**src/rtl/cam_pkg.sv**
```systemverilog
// Shared types and elaboration-time helpers for the camera capture front end.
package cam_pkg;

    typedef enum logic [1:0] {
        WAIT_VSYNC,
        WAIT_FRAME,
        ACTIVE,
        DONE
    } cam_state_t;

    // Grid indices run one past the last cell so remainder pixels can be
    // walked without wrapping back into the grid.
    localparam int unsigned GridCoordW = 8;
    typedef logic [GridCoordW-1:0] grid_coord_t;

    typedef logic [7:0] luma_t;

    function automatic int unsigned step_of(input int unsigned src, input int unsigned grid);
        return src / grid;
    endfunction

    function automatic int unsigned addr_w(input int unsigned n);
        return (n > 1) ? $clog2(n) : 1;
    endfunction

endpackage

```
**src/rtl/cam_capture_if.sv**
```systemverilog
// Camera pins plus the frame-store write port and frame status of cam_capture.
interface cam_capture_if #(
    parameter int unsigned GRID_W = 15,
    parameter int unsigned GRID_H = 15
) ();

    localparam int unsigned AxW = cam_pkg::addr_w(GRID_W);
    localparam int unsigned AyW = cam_pkg::addr_w(GRID_H);

    logic           href;
    logic           vref;
    logic [7:0]     digital;
    logic           xclk;
    logic           we;
    logic [AxW-1:0] waddr_x;
    logic [AyW-1:0] waddr_y;
    logic [7:0]     wdata;
    logic           frame_done;
    logic           frame_err;
    logic           busy;

    modport slave (
        input  href,
        input  vref,
        input  digital,
        output xclk,
        output we,
        output waddr_x,
        output waddr_y,
        output wdata,
        output frame_done,
        output frame_err,
        output busy
    );

    modport master (
        output href,
        output vref,
        output digital,
        input  xclk,
        input  we,
        input  waddr_x,
        input  waddr_y,
        input  wdata,
        input  frame_done,
        input  frame_err,
        input  busy
    );

endinterface

```
**src/rtl/cam_sync.sv**
```systemverilog
// Two-flop synchroniser for camera inputs, cleared by the async reset.
module cam_sync #(
    parameter int unsigned Width = 1
) (
    input  logic             clk,
    input  logic             reset_n,
    input  logic [Width-1:0] d_i,
    output logic [Width-1:0] q_o
);

    logic [Width-1:0] meta_q;
    logic [Width-1:0] sync_q;

    always_ff @(posedge clk or negedge reset_n) begin
        if (!reset_n) begin
            meta_q <= '0;
            sync_q <= '0;
        end else begin
            meta_q <= d_i;
            sync_q <= meta_q;
        end
    end

    assign q_o = sync_q;

endmodule

```
**src/rtl/cam_capture.sv**
```systemverilog
// Camera capture: drives xclk, samples href/vref/data and writes a decimated
// luma grid into the frame store, one registered write per grid cell.
module cam_capture
    import cam_pkg::*;
#(
    parameter int unsigned GRID_W = 15,
    parameter int unsigned GRID_H = 15,
    parameter int unsigned SRC_W  = 640,
    parameter int unsigned SRC_H  = 480,
    parameter int unsigned BPP    = 2,
    parameter int unsigned Y_BYTE = 1
) (
    input  logic         clk,
    input  logic         reset_n,
    cam_capture_if.slave bus_io
);

    localparam int unsigned STEP_X = step_of(SRC_W, GRID_W);
    localparam int unsigned STEP_Y = step_of(SRC_H, GRID_H);
    localparam int unsigned AxW    = addr_w(GRID_W);
    localparam int unsigned AyW    = addr_w(GRID_H);
    localparam int unsigned ColW   = $clog2(SRC_W + 1);
    localparam int unsigned LineW  = $clog2(SRC_H + 1);
    localparam int unsigned ByteW  = $clog2(BPP + 1);
    localparam int unsigned SxW    = $clog2(STEP_X + 1);
    localparam int unsigned SyW    = $clog2(STEP_Y + 1);

    localparam logic [ColW-1:0]  ColEnd   = ColW'(SRC_W);
    localparam logic [LineW-1:0] LineLast = LineW'(SRC_H - 1);
    localparam logic [ByteW-1:0] ByteLast = ByteW'(BPP - 1);
    localparam logic [ByteW-1:0] YByte    = ByteW'(Y_BYTE);
    localparam logic [SxW-1:0]   SxLast   = SxW'(STEP_X - 1);
    localparam logic [SyW-1:0]   SyLast   = SyW'(STEP_Y - 1);
    localparam grid_coord_t      GridW    = grid_coord_t'(GRID_W);
    localparam grid_coord_t      GridH    = grid_coord_t'(GRID_H);

    logic  href_s;
    logic  vref_s;
    luma_t digital_s;

    cam_sync #(.Width(1)) u_sync_href (
        .clk     (clk),
        .reset_n (reset_n),
        .d_i     (bus_io.href),
        .q_o     (href_s)
    );

    cam_sync #(.Width(1)) u_sync_vref (
        .clk     (clk),
        .reset_n (reset_n),
        .d_i     (bus_io.vref),
        .q_o     (vref_s)
    );

    cam_sync #(.Width(8)) u_sync_data (
        .clk     (clk),
        .reset_n (reset_n),
        .d_i     (bus_io.digital),
        .q_o     (digital_s)
    );

    logic xclk_q;
    logic xclk_d1_q;
    logic xclk_d2_q;
    logic smp;

    cam_state_t       state_q, state_d;
    logic [LineW-1:0] line_q, line_d;
    logic [ColW-1:0]  pix_col_q, pix_col_d;
    logic [ByteW-1:0] byte_idx_q, byte_idx_d;
    logic [SxW-1:0]   sx_q, sx_d;
    logic [SyW-1:0]   sy_q, sy_d;
    grid_coord_t      gx_q, gx_d;
    grid_coord_t      gy_q, gy_d;
    logic             href_prev_q, href_prev_d;
    logic             we_q, we_d;
    logic [AxW-1:0]   waddr_x_q, waddr_x_d;
    logic [AyW-1:0]   waddr_y_q, waddr_y_d;
    luma_t            wdata_q, wdata_d;
    logic             frame_err_q, frame_err_d;
    logic             hit;
    logic             href_fall;

    // xclk delayed by the synchroniser depth lines the strobe up with synced data
    assign smp = xclk_d2_q;

    always_comb begin
        state_d     = state_q;
        line_d      = line_q;
        pix_col_d   = pix_col_q;
        byte_idx_d  = byte_idx_q;
        sx_d        = sx_q;
        sy_d        = sy_q;
        gx_d        = gx_q;
        gy_d        = gy_q;
        href_prev_d = href_prev_q;
        we_d        = 1'b0;
        waddr_x_d   = waddr_x_q;
        waddr_y_d   = waddr_y_q;
        wdata_d     = wdata_q;
        frame_err_d = 1'b0;
        hit         = 1'b0;
        href_fall   = 1'b0;

        unique case (state_q)
            WAIT_VSYNC: begin
                if (smp && vref_s) state_d = WAIT_FRAME;
            end
            WAIT_FRAME: begin
                if (smp && !vref_s) begin
                    state_d     = ACTIVE;
                    line_d      = '0;
                    pix_col_d   = '0;
                    byte_idx_d  = '0;
                    sx_d        = '0;
                    sy_d        = '0;
                    gx_d        = '0;
                    gy_d        = '0;
                    href_prev_d = 1'b0;
                end
            end
            ACTIVE: begin
                if (smp) begin
                    href_prev_d = href_s;
                    // href_prev_q is only set by a sampled byte, so empty lines never count
                    href_fall   = href_prev_q && !href_s;
                    if (href_s) begin
                        if (pix_col_q < ColEnd) begin
                            hit = (sx_q == '0) && (sy_q == '0) && (byte_idx_q == YByte) &&
                                  (gx_q < GridW) && (gy_q < GridH);
                            if (byte_idx_q == ByteLast) begin
                                byte_idx_d = '0;
                                pix_col_d  = pix_col_q + ColW'(1);
                                if (sx_q == SxLast) begin
                                    sx_d = '0;
                                    if (gx_q < GridW) gx_d = gx_q + grid_coord_t'(1);
                                end else begin
                                    sx_d = sx_q + SxW'(1);
                                end
                            end else begin
                                byte_idx_d = byte_idx_q + ByteW'(1);
                            end
                        end
                    end else begin
                        byte_idx_d = '0;
                        pix_col_d  = '0;
                        sx_d       = '0;
                        gx_d       = '0;
                        if (href_fall) begin
                            line_d = line_q + LineW'(1);
                            if (sy_q == SyLast) begin
                                sy_d = '0;
                                if (gy_q < GridH) gy_d = gy_q + grid_coord_t'(1);
                            end else begin
                                sy_d = sy_q + SyW'(1);
                            end
                        end
                    end

                    // Completing the last line takes priority over a coincident vsync
                    if (href_fall && (line_q == LineLast)) begin
                        state_d = DONE;
                    end else if (vref_s) begin
                        state_d     = WAIT_FRAME;
                        frame_err_d = 1'b1;
                    end
                end
            end
            DONE: begin
                state_d = WAIT_VSYNC;
            end
            default: begin
                state_d = WAIT_VSYNC;
            end
        endcase

        if (hit) begin
            we_d      = 1'b1;
            waddr_x_d = gx_q[AxW-1:0];
            waddr_y_d = gy_q[AyW-1:0];
            wdata_d   = digital_s;
        end
    end

    always_ff @(posedge clk or negedge reset_n) begin
        if (!reset_n) begin
            xclk_q      <= 1'b0;
            xclk_d1_q   <= 1'b0;
            xclk_d2_q   <= 1'b0;
            state_q     <= WAIT_VSYNC;
            line_q      <= '0;
            pix_col_q   <= '0;
            byte_idx_q  <= '0;
            sx_q        <= '0;
            sy_q        <= '0;
            gx_q        <= '0;
            gy_q        <= '0;
            href_prev_q <= 1'b0;
            we_q        <= 1'b0;
            waddr_x_q   <= '0;
            waddr_y_q   <= '0;
            wdata_q     <= '0;
            frame_err_q <= 1'b0;
        end else begin
            xclk_q      <= ~xclk_q;
            xclk_d1_q   <= xclk_q;
            xclk_d2_q   <= xclk_d1_q;
            state_q     <= state_d;
            line_q      <= line_d;
            pix_col_q   <= pix_col_d;
            byte_idx_q  <= byte_idx_d;
            sx_q        <= sx_d;
            sy_q        <= sy_d;
            gx_q        <= gx_d;
            gy_q        <= gy_d;
            href_prev_q <= href_prev_d;
            we_q        <= we_d;
            waddr_x_q   <= waddr_x_d;
            waddr_y_q   <= waddr_y_d;
            wdata_q     <= wdata_d;
            frame_err_q <= frame_err_d;
        end
    end

    assign bus_io.xclk       = xclk_q;
    assign bus_io.we         = we_q;
    assign bus_io.waddr_x    = waddr_x_q;
    assign bus_io.waddr_y    = waddr_y_q;
    assign bus_io.wdata      = wdata_q;
    assign bus_io.frame_done = (state_q == DONE);
    assign bus_io.frame_err  = frame_err_q;
    assign bus_io.busy       = (state_q == ACTIVE);

endmodule

```
**src/flat_wrapper.sv**
```systemverilog
// flat-port wrapper written by rule: the top's interface ports become plain ports
module cam_capture_flat import cam_pkg::*;
#(
    parameter int unsigned GRID_W = 15,
    parameter int unsigned GRID_H = 15,
    parameter int unsigned SRC_W  = 640,
    parameter int unsigned SRC_H  = 480,
    parameter int unsigned BPP    = 2,
    parameter int unsigned Y_BYTE = 1
)
  (clk, reset_n, bus_io_href, bus_io_vref, bus_io_digital, bus_io_xclk, bus_io_we, bus_io_waddr_x, bus_io_waddr_y, bus_io_wdata, bus_io_frame_done, bus_io_frame_err, bus_io_busy);
  cam_capture_if #(.GRID_W(GRID_W), .GRID_H(GRID_H)) bus_io_i ();
  input  logic clk;
  input  logic reset_n;
  input wire logic [$bits(bus_io_i.href)-1:0] bus_io_href;
  input wire logic [$bits(bus_io_i.vref)-1:0] bus_io_vref;
  input wire logic [$bits(bus_io_i.digital)-1:0] bus_io_digital;
  output wire logic [$bits(bus_io_i.xclk)-1:0] bus_io_xclk;
  output wire logic [$bits(bus_io_i.we)-1:0] bus_io_we;
  output wire logic [$bits(bus_io_i.waddr_x)-1:0] bus_io_waddr_x;
  output wire logic [$bits(bus_io_i.waddr_y)-1:0] bus_io_waddr_y;
  output wire logic [$bits(bus_io_i.wdata)-1:0] bus_io_wdata;
  output wire logic [$bits(bus_io_i.frame_done)-1:0] bus_io_frame_done;
  output wire logic [$bits(bus_io_i.frame_err)-1:0] bus_io_frame_err;
  output wire logic [$bits(bus_io_i.busy)-1:0] bus_io_busy;
  assign bus_io_i.href = bus_io_href;
  assign bus_io_i.vref = bus_io_vref;
  assign bus_io_i.digital = bus_io_digital;
  assign bus_io_xclk = bus_io_i.xclk;
  assign bus_io_we = bus_io_i.we;
  assign bus_io_waddr_x = bus_io_i.waddr_x;
  assign bus_io_waddr_y = bus_io_i.waddr_y;
  assign bus_io_wdata = bus_io_i.wdata;
  assign bus_io_frame_done = bus_io_i.frame_done;
  assign bus_io_frame_err = bus_io_i.frame_err;
  assign bus_io_busy = bus_io_i.busy;
  cam_capture #(.GRID_W(GRID_W), .GRID_H(GRID_H), .SRC_W(SRC_W), .SRC_H(SRC_H), .BPP(BPP), .Y_BYTE(Y_BYTE)) u_core (.clk(clk), .reset_n(reset_n), .bus_io(bus_io_i));
endmodule
```
**config.mk**
```make
export PLATFORM = sky130hd
export DESIGN_NAME = cam_capture_flat
export DESIGN_NICKNAME = d
export VERILOG_FILES = /design/src/rtl/cam_pkg.sv /design/src/rtl/cam_capture_if.sv /design/src/rtl/cam_sync.sv /design/src/rtl/cam_capture.sv /design/src/flat_wrapper.sv
export SDC_FILE = /design/constraint.sdc
export NUM_CORES = 1
export LEC_CHECK = 0
export BUFFER_PORTS_ARGS = -buffer_cell sky130_fd_sc_hd__buf_2
export CAP_MARGIN = 20
export CORE_AREA = 10 10 96 119
export DETAILED_ROUTE_END_ITERATION = 8
export DIE_AREA = 0 0 106 129
export GPL_TIMING_DRIVEN = 0
export HOLD_SLACK_MARGIN = 0.03
export REMOVE_ABC_BUFFERS = 1
export SLEW_MARGIN = 30
export SYNTH_ARGS = -nofsm -noshare
export SYNTH_HDL_FRONTEND = slang
export SYNTH_HIERARCHICAL = 1
export SYNTH_SLANG_ARGS = --single-unit
```
**constraint.sdc**
```tcl
create_clock -name clk -period 2.82 [get_ports clk]
set_input_delay 0.141 -clock clk [delete_from_list [all_inputs] [get_ports clk]]
set_output_delay 0.141 -clock clk [all_outputs]
set_load 0.02 [all_outputs]
```
==> impl_metrics.ini <==
[finish]
finish.net_count = 427
layout.filler_cells = 817
antenna_cells_inserted = 0
multi_input_comb_area_um2 = 1660
regArea_um2 = 2330
count_of_placed_standard_cells_in_the_final_layout_fillers_left_out = 529
layout_commonest_cell = sky130_fd_sc_hd__dfrtp_1
growth_of_design_area_from_synthesis_to_finish_pct = 19.7
drive_gt1_share_pct = 17.2
layout.cells.most_common_list = sky130_fd_sc_hd__dfrtp_1, sky130_fd_sc_hd__nand2_1, sky130_fd_sc_hd__buf_2

[detailed_routing]
routed_wirelength_normalized_by_instance_count_um = 14.3
finalWirelength_mm = 7.54
vias_per_cell = 5.12
final_antenna_net_count = 0
detailedRoute.firstPassIterationCount = 4
first_iter_violations = 125
detailroute.via_count = 2711
drc = 0

[place]
dp_hpwl_mm = 5.18
dp.cells = 500
globalplace.congestion = 0.776
post-place-ws_ps = -349
io_buffers = 32

[floorplanning]
initial_core_util_pct = 44.3
fp.dieH_um = 129
num_io_pins = 33
rows = 39
floorplan_die_area_um2 = 13700
chipWidth_um = 106
core_region_area_um2 = 9080

[yosys]
synth.avg_cell_area_um2 = 11.5
yosys_register_bits = 93
synth-edff-count = 0
synth_sequential_area_ratio_pct = 57.8
post_synth_inst_count = 351
yosysWarnings = 6
synth_cell_type_count = 48
synth_area_um2 = 4030
async_reset_ff_share_pct = 100
yosys_most_used_dff = sky130_fd_sc_hd__dfrtp_1

[pwr]
clockPowerShare_pct = 34.1
seq_power_share_pct = 41.2
sw_frac_of_total_pct = 33.1
maximum_vdd_drop_mv = 0.343
p_switching_mw = 1.22
pwr-share-comb_pct = 24.7
power_density_nw_per_um2 = 763
totalPowerFinal_mw = 3.67
power_leakage_nw = 2.34
internal-power_mw = 2.46

[clock_tree]
cts_max_path_buffers = 2
cts-buffers-inserted = 9
clkTransAtPathRegs_ps = 70
sinks_on_clock_net = 93
worst_skew_pair.late_latency_ps = 340
cts_tree = yes
root_buffer_master = sky130_fd_sc_hd__clkbuf_16
htree_levels = 3

[worst_setup_path]
critical_path.endpoint = u_core/line_q[1]
rr_worst_depth = 6
timing.critical_path.from_type = flip-flop
crit_path_top_delay_cell = sky130_fd_sc_hd__a211oi_1
r2r_end = u_core/line_q[1]
critPathRequiredTime_ps = 3050
crit_path_cell_trace = inv_1, ha_1, o21ai_1, a211oi_1, mux2_1, a22o_1
worstSetupPathType = flip-flop to flip-flop
cp_slowest_stage_delay_ps = 750
crit_path_start = u_core/state_q[1]
critical_path_peak_fanout = 8
worst-endpoint-arrival_ps = 2810
regToRegStartpoint = u_core/state_q[1]
worstSetupEndpointType = flip-flop
timing.reg2reg.setup_slack_ps = 240

[timing]
slew-limit-headroom_pct = 39.7
worst_clock_skew_ps = 7.37
maximum_clock_rate_mhz = 388
post-route-period-util_pct = 91.4
max_slew.worst_pin.slew_ps = 899
slew_violations = 0
rsz0062_at_grt = false
layout_min_cycle_time_ps = 2580
timing_hold_violations_final = 0
fin_ws_ps = 242
report.final.setup_viol = 0

[run]
cap_viol_max_count = 0

[global_routing]
overall_global_routing_resource_usage_pct = 12.0
grt_max_degree = 49
gr-total-overflow = 0
number_of_global_route_vias_before_repair = 2749
grt_first_pass_wirelength_mm = 13.3
initial_antenna_violation_count = 0

[status]
status = finished, final reports clean

[worst_hold_path]
type_of_the_worst_min_delay_path = input port to asynchronous set/reset pin
-- critical path, delay by kind of cell, from the launching register on --
| kind | cells | cell delay [ps] |
|---|---|---|
| AO/OA/AOI/OAI | 3 | 1160 |
| adder cells (fa/ha/maj) | 1 | 350 |
| buffers and inverters | 1 | 130 |
| flip-flops | 1 | 450 |
| multiplexers | 1 | 380 |
-- cell families after synthesis --
group	after synthesis	synth area share [%]
buffers and inverters	18	2.05
adder cells (fa/ha/maj)	14	4.35
flip-flops	93	57.8
AO/OA/AOI/OAI	53	8.70
AND/OR/NAND/NOR	137	17.2
XOR/XNOR	18	3.92
multiplexers	18	5.97
-- metal layers --
layer	track usage (%)	vias to the layer above	share of wire, %
met2	18.9	40	48
li1	-	1333	-
met1	14.8	1327	46
met3	3.55	11	4.2
met5	0	-	0
met4	5.75	0	1.8
-- power by group through the flow --
stage               Sequential [mW]  Clock (mW)  Combinational [mW]
finish                         1.51        1.25               0.909
CTS                            1.51        1.29               0.876
floorplan                      1.57           0               0.520
detailed placement             1.54           0               0.840
global route                   1.53        1.35                1.03
global placement               1.53           0               0.799
-- layout make-up --
type / count / area share (%)
Timing Repair Buffer: 48 / 6.93
Inverter: 9 / 0.701
Multi-Input combinational cell: 240 / 34.4
Clock buffer: 9 / 4.67
Sequential cell: 93 / 48.3
Tap cell: 123 / 3.19
Clock inverter: 7 / 1.79
-- state kept, by name, summed over array words and instances (netlist names), 2 cells and up --
name                       cells
u_core/u_sync_data/q_o         8
u_core/line_q                  9
u_core/pix_col_q              10
u_core/gx_q                    8
u_core/byte_idx_q              2
u_core/bus_io.waddr_x          4
u_core/u_sync_data/meta_q      8
u_core/sy_q                    6
u_core/bus_io.wdata            8
u_core/gy_q                    8
u_core/bus_io.waddr_y          4
u_core/state_q                 2
u_core/sx_q                    6
-- Yosys cell counts, types with 2 or more instances --
cell / number / area [um^2]
sky130_fd_sc_hd__nand4_1: 7 / 43.8
sky130_fd_sc_hd__inv_1: 9 / 33.8
sky130_fd_sc_hd__a22o_1: 2 / 17.5
sky130_fd_sc_hd__and2_1: 3 / 18.8
sky130_fd_sc_hd__o31ai_1: 3 / 22.5
sky130_fd_sc_hd__clkbuf_1: 7 / 26.3
sky130_fd_sc_hd__nand2b_1: 5 / 31.3
sky130_fd_sc_hd__nand3_1: 16 / 80.1
sky130_fd_sc_hd__a21oi_1: 7 / 35.0
sky130_fd_sc_hd__o21ai_1: 12 / 60.1
sky130_fd_sc_hd__and3_1: 6 / 37.5
sky130_fd_sc_hd__o21ai_0: 7 / 35.0
sky130_fd_sc_hd__nor2_1: 28 / 105
sky130_fd_sc_hd__dfrtp_1: 93 / 2330
sky130_fd_sc_hd__a21o_1: 4 / 30.0
sky130_fd_sc_hd__ha_1: 14 / 175
sky130_fd_sc_hd__xor2_1: 9 / 78.8
sky130_fd_sc_hd__or3_1: 3 / 18.8
sky130_fd_sc_hd__mux2_1: 7 / 78.8
sky130_fd_sc_hd__xnor2_1: 9 / 78.8
sky130_fd_sc_hd__buf_6: 2 / 22.5
sky130_fd_sc_hd__mux2_4: 10 / 150
sky130_fd_sc_hd__nor3_1: 7 / 35.0
sky130_fd_sc_hd__nor2b_1: 10 / 62.6
sky130_fd_sc_hd__or4_1: 5 / 37.5
sky130_fd_sc_hd__nand2_1: 34 / 128
sky130_fd_sc_hd__nor4_1: 7 / 43.8
sky130_fd_sc_hd__o21a_1: 5 / 37.5
-- stage by stage --
stage          hold WS [ps]  util [%]  cell area [um^2]  TNS [ps]
3_5_place_dp            107      47.9              4350     -4270
6_report                291      53.1              4820         0
4_1_cts                 302      52.8              4790         0
3_3_place_gp            249      47.3              4290     -6030
5_1_grt                 338      53.1              4820         0
2_1_floorplan          -155         -              3980     -79.5
-- worst min path at each step --
stage                      from                        end  slack [ps]
floorplan               reset_n    u_core/bus_io.frame_err        -150
global placement    bus_io_vref  u_core/u_sync_vref/meta_q         250
detailed placement      reset_n          u_core/state_q[1]         110
CTS                     reset_n          u_core/state_q[1]         300
global route            reset_n          u_core/state_q[1]         340
finish                  reset_n          u_core/state_q[1]         290
-- repair_timing --
action,CTS,global route
resized for setup,3,2
endpoints found under the setup margin,28,18
hold endpoints to repair,57,0
pin swaps,0,0
hold buffers,11,0
setup buffers,0,2
(Power assumes the default switching activity.)
